## config.mk

```make
export PLATFORM = sky130hd
export DESIGN_NAME = cache_arbiter
export DESIGN_NICKNAME = d
export VERILOG_FILES = /design/src/rtl/cache_arbiter.sv
export SDC_FILE = /design/constraint.sdc
export NUM_CORES = 1
export LEC_CHECK = 0
export CORE_AREA = 2 2 272 274
export DETAILED_ROUTE_END_ITERATION = 7
export DIE_AREA = 0 0 274 276
export PLACE_DENSITY_LB_ADDON = 0.2
export RECOVER_POWER = 50
export SKIP_CTS_REPAIR_TIMING = 1
export SLEW_MARGIN = 0
export SYNTH_ARGS = -nofsm -noshare
export SYNTH_HDL_FRONTEND = slang
export SYNTH_SLANG_ARGS = --single-unit
```

## constraint.sdc

```tcl
create_clock -name clk -period 1.85 [get_ports clk]
set_input_delay 0.4625 -clock clk [delete_from_list [all_inputs] [get_ports clk]]
set_output_delay 0.4625 -clock clk [all_outputs]
set_load 0.02 [all_outputs]
```

## src/rtl/cache_arbiter.sv

```systemverilog
// cache_arbiter: shares one line-wide memory port between the I-cache and D-cache.
// Round-robin tie-break; responses and data pass through combinationally to the winner.
module cache_arbiter #(
    parameter int ADDR_W = 16,
    parameter int LINE_W = 128
) (
    input  logic              clk,
    input  logic              rst_n,
    input  logic [ADDR_W-1:0] icache_address,
    input  logic              icache_read,
    output logic [LINE_W-1:0] icache_rdata,
    output logic              icache_resp,
    input  logic [ADDR_W-1:0] dcache_address,
    input  logic              dcache_read,
    input  logic              dcache_write,
    input  logic [LINE_W-1:0] dcache_wdata,
    output logic [LINE_W-1:0] dcache_rdata,
    output logic              dcache_resp,
    output logic [ADDR_W-1:0] pmem_address,
    output logic              pmem_read,
    output logic              pmem_write,
    output logic [LINE_W-1:0] pmem_wdata,
    input  logic [LINE_W-1:0] pmem_rdata,
    input  logic              pmem_resp
);
    typedef enum logic [1:0] {IDLE, GRANT_I, GRANT_D} state_t;
    state_t state, next_state;
    logic last_grant;
    logic i_req, d_req;
    assign i_req = icache_read;
    assign d_req = dcache_read | dcache_write;
    // last_grant = 1 out of reset so the I-cache wins the first tie
    always_ff @(posedge clk or negedge rst_n) begin
        if (!rst_n) begin
            state      <= IDLE;
            last_grant <= 1'b1;
        end else begin
            state <= next_state;
            if (state == IDLE && next_state != IDLE)
                last_grant <= (next_state == GRANT_D);
        end
    end
    always_comb begin
        next_state   = state;
        pmem_address = '0;
        pmem_read    = 1'b0;
        pmem_write   = 1'b0;
        pmem_wdata   = '0;
        icache_resp  = 1'b0;
        icache_rdata = '0;
        dcache_resp  = 1'b0;
        dcache_rdata = '0;
        case (state)
            IDLE: begin
                if (i_req && d_req)
                    next_state = last_grant ? GRANT_I : GRANT_D;
                else if (i_req)
                    next_state = GRANT_I;
                else if (d_req)
                    next_state = GRANT_D;
            end
            GRANT_I: begin
                pmem_address = icache_address;
                pmem_read    = icache_read;
                icache_resp  = pmem_resp;
                icache_rdata = pmem_rdata;
                next_state   = pmem_resp ? IDLE : GRANT_I;
            end
            GRANT_D: begin
                // write wins so an illegal read+write never raises both strobes
                pmem_address = dcache_address;
                pmem_write   = dcache_write;
                pmem_read    = dcache_read & ~dcache_write;
                pmem_wdata   = dcache_wdata;
                dcache_resp  = pmem_resp;
                dcache_rdata = pmem_rdata;
                next_state   = pmem_resp ? IDLE : GRANT_D;
            end
            default: next_state = IDLE;
        endcase
    end
endmodule

```

==> flow_summary.ini, run 1 <==
[critical_path]
start_kind = flop
crit_type = reg -> out
crit_chain = inv_1 > ha_4 > buf_8 > buf_16 > buf_4 > and2_1 > buf_4
cpMaxStageDelayCell = dfrtp_1
critPathRequiredTime_ps = 1390
critical_path.max_fanout = 8
cp_num_cells = 7
crit_path_end_kind = output pin
slowest_delay_ps = 380
cp.buffers_inverters = 5
cpMostUsedCell = buf_4
cp_top_family = buffers and inverters
critical_path_arrival_ps = 1760
reg2reg_depth = 7
r2r_slack_ps = 130

[finish]
fillCellCount = 8367
fin_util = 0.1584
area_growth_pct = 266.3
instances_no_fill = 2199
register_area_um2 = 76.32
fin_area_um2 = 11500
drive_gt1_frac = 0.4502
nNetsFinal = 1534
multi_input_area_um2 = 3028

[pwr]
intPower_w = 0.006685
sw_frac_of_total = 0.5151
total_power_w = 0.01379
p_switching_w = 0.007100
irDropWorstVdd_uv = 387.4
clkPwrFrac = 0.025
p_leak_nw = 5.283
combPwrFrac = 0.966
power_density_nw_per_um2 = 1199
seq_power_share = 0.009

[cts]
cts_buffer_depth = 2
path_clk_slew_ps = 30
cts_sinks = 3
numCtsBuffers = 3
root_buffer = clkbuf_16
htree_levels = 1
cts_tree = done
clk_latency_ps = 220

[drt]
via_per_inst = 2.902
first_iter_violations = 119
drc = 0
wl_um = 44200
vias = 6381
ant_nets = 0
dr.pass1.iters = 4
wl_per_cell_um = 20.10

[placement]
dp_hpwl_um = 35630
placed_cells = 2157
numPortBuffers = 697
preCtsSetupSlack_ps = -565.2
dpl-instance-area_um2 = 11910
gp_congestion = 0.8851

[yosys]
ys_seq_area_frac = 0.02432
synth-main-ff-cell = dfrtp_1
synth_commonest_cells = and2_1, clkbuf_2, nor2b_1
synth_async_sr_flop_share = 1.000
yosysWarnings = 0
synth_area_leader_cell = and2_1
syn_area_um2 = 3138
yosysUniqueCellTypes = 21
synth_edf_count = 0
avgSynthCellArea_um2 = 6.314
yosys.area.top_type_share = 0.7735
synth_nets = 795
synth_most_common_cell = and2_1
yosys-top-cells-area = and2_1, clkbuf_2, a22oi_1
syn_inst = 497
synth_seq_cells = 3

[global_routing]
antenna_found_initial = 25
grt_pass1_vias = 6560
grt_pass1_wl_um = 52100
track_usage = 0.09726
grt_max_degree = 58
grt_overflow = 0

[die]
coreArea_um2 = 72590
die_w_um = 274
fp.dieArea_um2 = 75620
num_rows = 99
io_pins = 698
fp.dieH_um = 276
start_util = 0.04323

[sta]
min_period_ps = 2219
rsz0062_at_grt = true
fin_ws_ps = -369.4
fin_skew_ps = 2.162
finalSetupViolations = 404
worstMarginPinSlew_ps = 409.3
final_hold_viol_count = 0
slew_viol_final = 0
max_freq_ghz = 0.4506
finalCritPeriodShare = 1.200
max_slew_margin = 0.7200

[worst_hold_path]
min_path_type = reg -> reg
holdPathStages = 2

[outcome]
status = finished with violations
violations = negative setup slack

[job]
maxCapViolations = 0
cells by family (layout without fill, tap and decap cells):
family,count (synthesis),count (layout),share of synthesized area
buffers and inverters,51,789,0.07536
AO/OA/AOI/OAI,25,25,0.06021
flip-flops,3,3,0.02432
adder cells (fa/ha/maj),4,4,0.01595
other,0,5,0
AND/OR/NAND/NOR,414,414,0.8242
worst reg2reg max path, cell delays in order, from the launching register on:
cell       delay (ps)
dfrtp_1           380
buf_4             150
ha_4              210
buf_4             170
clkbuf_16         150
and2b_1           190
o41ai_2           270
a211oi_1          120
registers in the layout (all words and copies together), names as in the netlist:
| name | flops |
|---|---|
| state | 2 |
| last_grant | 1 |
power groups by stage:
| stage | logic [W] | clock network [W] | registers, W |
|---|---|---|---|
| after floorplan | 0.00532 | 0 | 0.000121 |
| after global placement | 0.0129 | 0 | 0.000123 |
| after detailed placement | 0.0128 | 0 | 0.000123 |
| after CTS | 0.0128 | 0.000351 | 0.000122 |
| after global routing | 0.0141 | 0.000357 | 0.000126 |
| final | 0.0133 | 0.000345 | 0.000122 |
path summary, 6_finish.rpt:
kind,endpoint,from
max in group asynchronous,last_grant,rst_n
setup / recovery,icache_rdata[90],state[1]
hold / removal,last_grant,last_grant
setup reg to reg,last_grant,state[1]
hold reg to reg,last_grant,last_grant
min in group asynchronous,state[1],rst_n
stage by stage:
stage / hold slack, ps / TNS, ps
floorplan: 166.9 / 0
global placement: 467.1 / -162820
detailed placement: 472.4 / -157250
CTS: 440.9 / -254590
global route: 504.1 / -125700
finish: 476.7 / -96930
final cells by class:
type / instances / area share
Clock buffer: 4 / 0.006857
Tap cell: 959 / 0.1044
Multi-Input combinational cell: 443 / 0.2634
Sequential cell: 3 / 0.006639
Timing Repair Buffer: 781 / 0.6163
Antenna cell: 5 / 0.001088
Inverter: 4 / 0.001306
cell usage in the layout (no fill, tap or decap), types with 2 or more instances in the layout:
cell type	count
clkbuf_2	194
diode_2	5
ha_1	2
clkdlybuf4s50_1	292
nand2_1	3
buf_6	43
a22oi_2	10
buf_12	49
and2_4	48
nor2_1	2
dfrtp_1	2
buf_16	2
buf_2	57
ha_4	2
clkbuf_4	2
inv_1	3
nor2b_1	17
buf_4	118
a211oi_1	2
buf_8	10
a21oi_1	2
and2_1	340
o21ai_0	2
clkbuf_16	16
a22oi_1	6
routing by layer:
metal / share of wire / GRT usage
met5: 0.0029 / 0
met3: 0.096 / 0.03509
met2: 0.53 / 0.1968
met4: 0.0085 / 0.008222
met1: 0.36 / 0.09566
No activity file was read; power rests on OpenSTA's default activity.
==> inputs of run 2 (changes only) <==
- REMOVE_ABC_BUFFERS: not set -> 1
==> flow_summary.ini, run 2 (same netlist as run 1, synthesis figures left out) <==
[die]
fp.dieArea_um2 = 75620
coreArea_um2 = 72590
die_w_um = 274
start_util = 0.04323
fp.dieH_um = 276
io_pins = 698
num_rows = 99

[drt]
ant_nets = 0
wl_per_cell_um = 16.35
dr.pass1.iters = 4
wl_um = 35830
first_iter_violations = 116
wl_met3_um = 2696
via_per_inst = 2.824
route.met2.wl_um = 20250
vias = 6188
top_layer_used = met5
drc = 0
wl_met1_um = 12400

[finish]
largest_reg_flops = 2
top_regs = state x2, last_grant x1
mostFrequentLayoutCells = and2_1, clkdlybuf4s50_1, dlymetal6s2s_1
nNetsFinal = 1528
top_register = state
drive_gt1_frac = 0.3019
fin_util = 0.1764
fin_area_um2 = 12800
area_growth_pct = 308.1
layout_commonest_cell = and2_1

[sta]
finalCritPeriodShare = 1.190
fin_skew_ps = 0.3181
fin_ws_ps = -351.5
finalSetupViolations = 404
slew_viol_final = 0
final_hold_viol_count = 0
max_freq_ghz = 0.4542
worstMarginPinSlew_ps = 383.3
min_period_ps = 2201
max_slew_margin = 0.7379
rsz0062_at_grt = true

[critical_path]
critical_path.max_fanout = 20
crit_path_end_kind = output pin
critical_path_arrival_ps = 1740
critPathRequiredTime_ps = 1390
crit_type = reg -> out
reg2reg_depth = 7
start_kind = flop

[global_routing]
grt_pass1_wl_um = 41850
track_usage = 0.07253
grt_overflow = 0
grt_max_degree = 68
antenna_found_initial = 4
grt_pass1_vias = 6326

[cts]
cts_tree = done
numCtsBuffers = 3
htree_levels = 1
clk_latency_ps = 220
root_buffer = clkbuf_16
cts_sinks = 3
path_clk_slew_ps = 30
cts_buffer_depth = 2

[job]
maxCapViolations = 0

[outcome]
status = finished with violations
violations = negative setup slack

[pwr]
power_density_nw_per_um2 = 1032
p_leak_nw = 8.227
irDropWorstVdd_uv = 400.1

[worst_hold_path]
min_path_type = reg -> reg
holdPathStages = 2

[placement]
gp_congestion = 0.7867
numPortBuffers = 697
dp_hpwl_um = 26490
dpl-instance-area_um2 = 11600
==> run 2: cell types whose count changed in the layout (fill, tap and decap cells not counted), moves of 3 or more <==
cell / delta
and2_1: -22
clkbuf_2: -155
dlymetal6s2s_1: +200
buf_8: -6
buf_6: +57
a22oi_2: -6
buf_2: -26
and2_4: +21
buf_12: -28
buf_4: -48
a22oi_1: +6
buf_16: +3
==> run 2: layer usage <==
layer,vias up,global-route usage
met3,18,0.01624
met1,2819,0.07074
li1,2980,-
met4,4,0.008222
met5,-,0
met2,367,0.1539
==> run 2: path summary, 6_finish.rpt <==
kind | slack, ps | start | endpoint
setup / recovery | -350 | state[1] | pmem_wdata[25]
hold / removal | 470 | last_grant | last_grant
setup reg to reg | 60 | state[1] | last_grant
hold reg to reg | 470 | last_grant | last_grant
max in group asynchronous | 1110 | rst_n | last_grant
min in group asynchronous | 510 | rst_n | state[0]
==> run 2: where the power goes <==
part,total [W],switching (W),internal (W),leakage [nW]
logic,0.0128,0.00642,0.00634,8.15
clock network,0.000339,0.0000547,0.000284,0.0382
registers,0.000129,0.0000228,0.000106,0.0349
total,0.0132,0.00649,0.00673,8.23
==> run 2: through the flow <==
| step | setup TNS, ps | instances | setup slack [ps] | total power (W) | hold WS [ps] |
|---|---|---|---|---|---|
| after CTS | -259500 | 2154 | -811.9 | 0.01227 | 444.8 |
| after floorplan | -872140 | 450 | -2898 | 0.003994 | 166.9 |
| final | -102750 | 2191 | -351.5 | 0.01322 | 469.6 |
| after global routing | -127940 | 2190 | -422.5 | 0.01408 | 500.8 |
| after global placement | -164310 | 2150 | -630.1 | 0.01198 | 472.7 |
| after detailed placement | -164340 | 2150 | -561.6 | 0.01188 | 467.9 |
==> run 2: layout make-up <==
| type | count | area (um^2) |
|---|---|---|
| Fill cell | 8207 | 59780 |
| Multi-Input combinational cell | 443 | 3070 |
| Tap cell | 959 | 1200 |
| Sequential cell | 3 | 77.57 |
| Timing Repair Buffer | 775 | 8356 |
| Inverter | 4 | 15.01 |
| Antenna cell | 3 | 7.507 |
| Clock buffer | 4 | 78.83 |
==> run 2: worst max-delay path: stages (launching register included) <==
cell and delay [ps]:
dfrtp_2 410, buf_4 150, ha_4 180, buf_12 160
buf_12 140, buf_16 140, and2_1 150, clkbuf_2 150
==> inputs of run 3 (changes only) <==
- MAX_ROUTING_LAYER: not set -> met4
- PLACE_DENSITY: not set -> 0.3
- PLACE_DENSITY_LB_ADDON: 0.2 -> not set
- SKIP_CTS_REPAIR_TIMING: 1 -> not set
==> flow_summary.ini, run 3 (same netlist as run 1, synthesis figures left out) <==
[critical_path]
start_kind = flop
crit_path_end_kind = output pin
worstSetupStartpoint = state[1]
critical_path_arrival_ps = 1850
reg2reg_from = state[1]
critical_path.max_fanout = 7
crit_type = reg -> out
critPathRequiredTime_ps = 1390

[sta]
rsz0062_at_grt = true
finalCritPeriodShare = 1.250
finalSetupViolations = 399
final_hold_viol_count = 0
fin_ws_ps = -463.0
fin_skew_ps = 1.346
min_period_ps = 2313
holdWs_ps = 470.3
worstMarginPinSlew_ps = 389.3
slew_viol_final = 0
max_freq_ghz = 0.4323
max_slew_margin = 0.7338

[cts]
cts_buffer_depth = 2
clk_latency_ps = 220
cts_sinks = 3
root_buffer = clkbuf_16
numCtsBuffers = 3
path_clk_slew_ps = 30
htree_levels = 1
cts_tree = done

[die]
fp.dieArea_um2 = 75620
die_w_um = 274
io_pins = 698
num_rows = 99
coreArea_um2 = 72590
start_util = 0.04323
fp.dieH_um = 276

[pwr]
power_density_nw_per_um2 = 1229
clkPwrFrac = 0.021
combPwrFrac = 0.971
p_leak_nw = 6.188
total_power_w = 0.01625
seq_power_share = 0.008
irDropWorstVdd_uv = 500.9
intPower_w = 0.008614
sw_frac_of_total = 0.4698
p_switching_w = 0.007632

[placement]
dp_hpwl_um = 32720
preCtsSetupSlack_ps = -597.5
gp_congestion = 0.7855
numPortBuffers = 697

[finish]
top_regs = state x2, last_grant x1
fillCellCount = 8191
drive_gt1_frac = 0.5267
mostFrequentLayoutCells = clkdlybuf4s50_1, and2_1, buf_6
top_register = state
fin_util = 0.1821
layout_commonest_cell = clkdlybuf4s50_1
largest_reg_flops = 2
nNetsFinal = 1554
area_growth_pct = 321.3

[global_routing]
use_met1 = 0.1014
grt_max_degree = 63
grt_pass1_vias = 6756
grt_overflow = 0
grtUsageMet3 = 0.03101
gr-usage-met2 = 0.2017
grt_pass1_wl_um = 53340
track_usage = 0.1029
antenna_found_initial = 21
grt-busiest-layer = met2

[outcome]
violations = negative setup slack
status = finished with violations

[drt]
wl_per_cell_um = 20.29
vias = 6490
first_iter_violations = 94
ant_nets = 0
dr.pass1.iters = 4
drc = 0
wl_um = 45410
via_per_inst = 2.900

[worst_hold_path]
min_path_type = reg -> reg
hold_path_startpoint = last_grant

[job]
maxCapViolations = 0
-- run 3: path summary, 6_finish.rpt --
path / end / slack (ps) / cells after the start
worst max-delay path: pmem_wdata[52] / -460 / 9
min in group asynchronous: state[1] / 510 / 1
worst min-delay path: last_grant / 470 / 2
worst max register to register: last_grant / 90 / 7
max in group asynchronous: last_grant / 1100 / 1
worst min register to register: last_grant / 470 / 2
-- run 3: metal layers --
| layer | share of wire | wire (um) |
|---|---|---|
| met5 | 0 | 0 |
| met4 | 0.0042 | 189 |
| met3 | 0.075 | 3407 |
| met2 | 0.55 | 25030 |
| met1 | 0.37 | 16780 |
-- run 3: repair_timing --
action	in CTS	in global routing
pin swaps	2	3
setup buffers	23	28
gates cloned	14	21
endpoints found under the setup margin	404	404
hold buffers	0	0
resized for setup	960	910
-- run 3: power by group through the flow --
stage	registers, W	clock network, W	logic (W)
final	0.000125	0.000347	0.0158
after global routing	0.000130	0.000354	0.0166
after CTS	0.000124	0.000349	0.0141
after floorplan	0.000121	0	0.00387
after detailed placement	0.000122	0	0.0119
after global placement	0.000120	0	0.0120
-- run 3: stage by stage --
step	cells	cell area [um^2]	TNS, ps
after floorplan	450	2917	-872140
after global placement	2131	11500	-169940
after detailed placement	2131	11500	-172790
final	2238	13220	-122870
after CTS	2172	12180	-194950
after global routing	2233	13210	-146700
-- run 3: worst max-delay path, stage by stage, from the launching register on --
cell and delay (ps):
dfrtp_1 380, buf_6 120, ha_4 170, buf_12 130, buf_12 140, buf_8 140, buf_16 140, buf_12 120
and2_4 130, buf_6 130
-- run 3: layout make-up --
| class | instances | area, um^2 | area share |
|---|---|---|---|
| repair buffers | 801 | 8477 | 0.6412 |
| well taps | 959 | 1200 | 0.09076 |
| diodes | 24 | 60.06 | 0.004543 |
| inverters | 4 | 17.52 | 0.001325 |
| clock buffers | 4 | 78.83 | 0.005963 |
| flip-flops and latches | 3 | 76.32 | 0.005773 |
| multi-input cells | 443 | 3311 | 0.2504 |
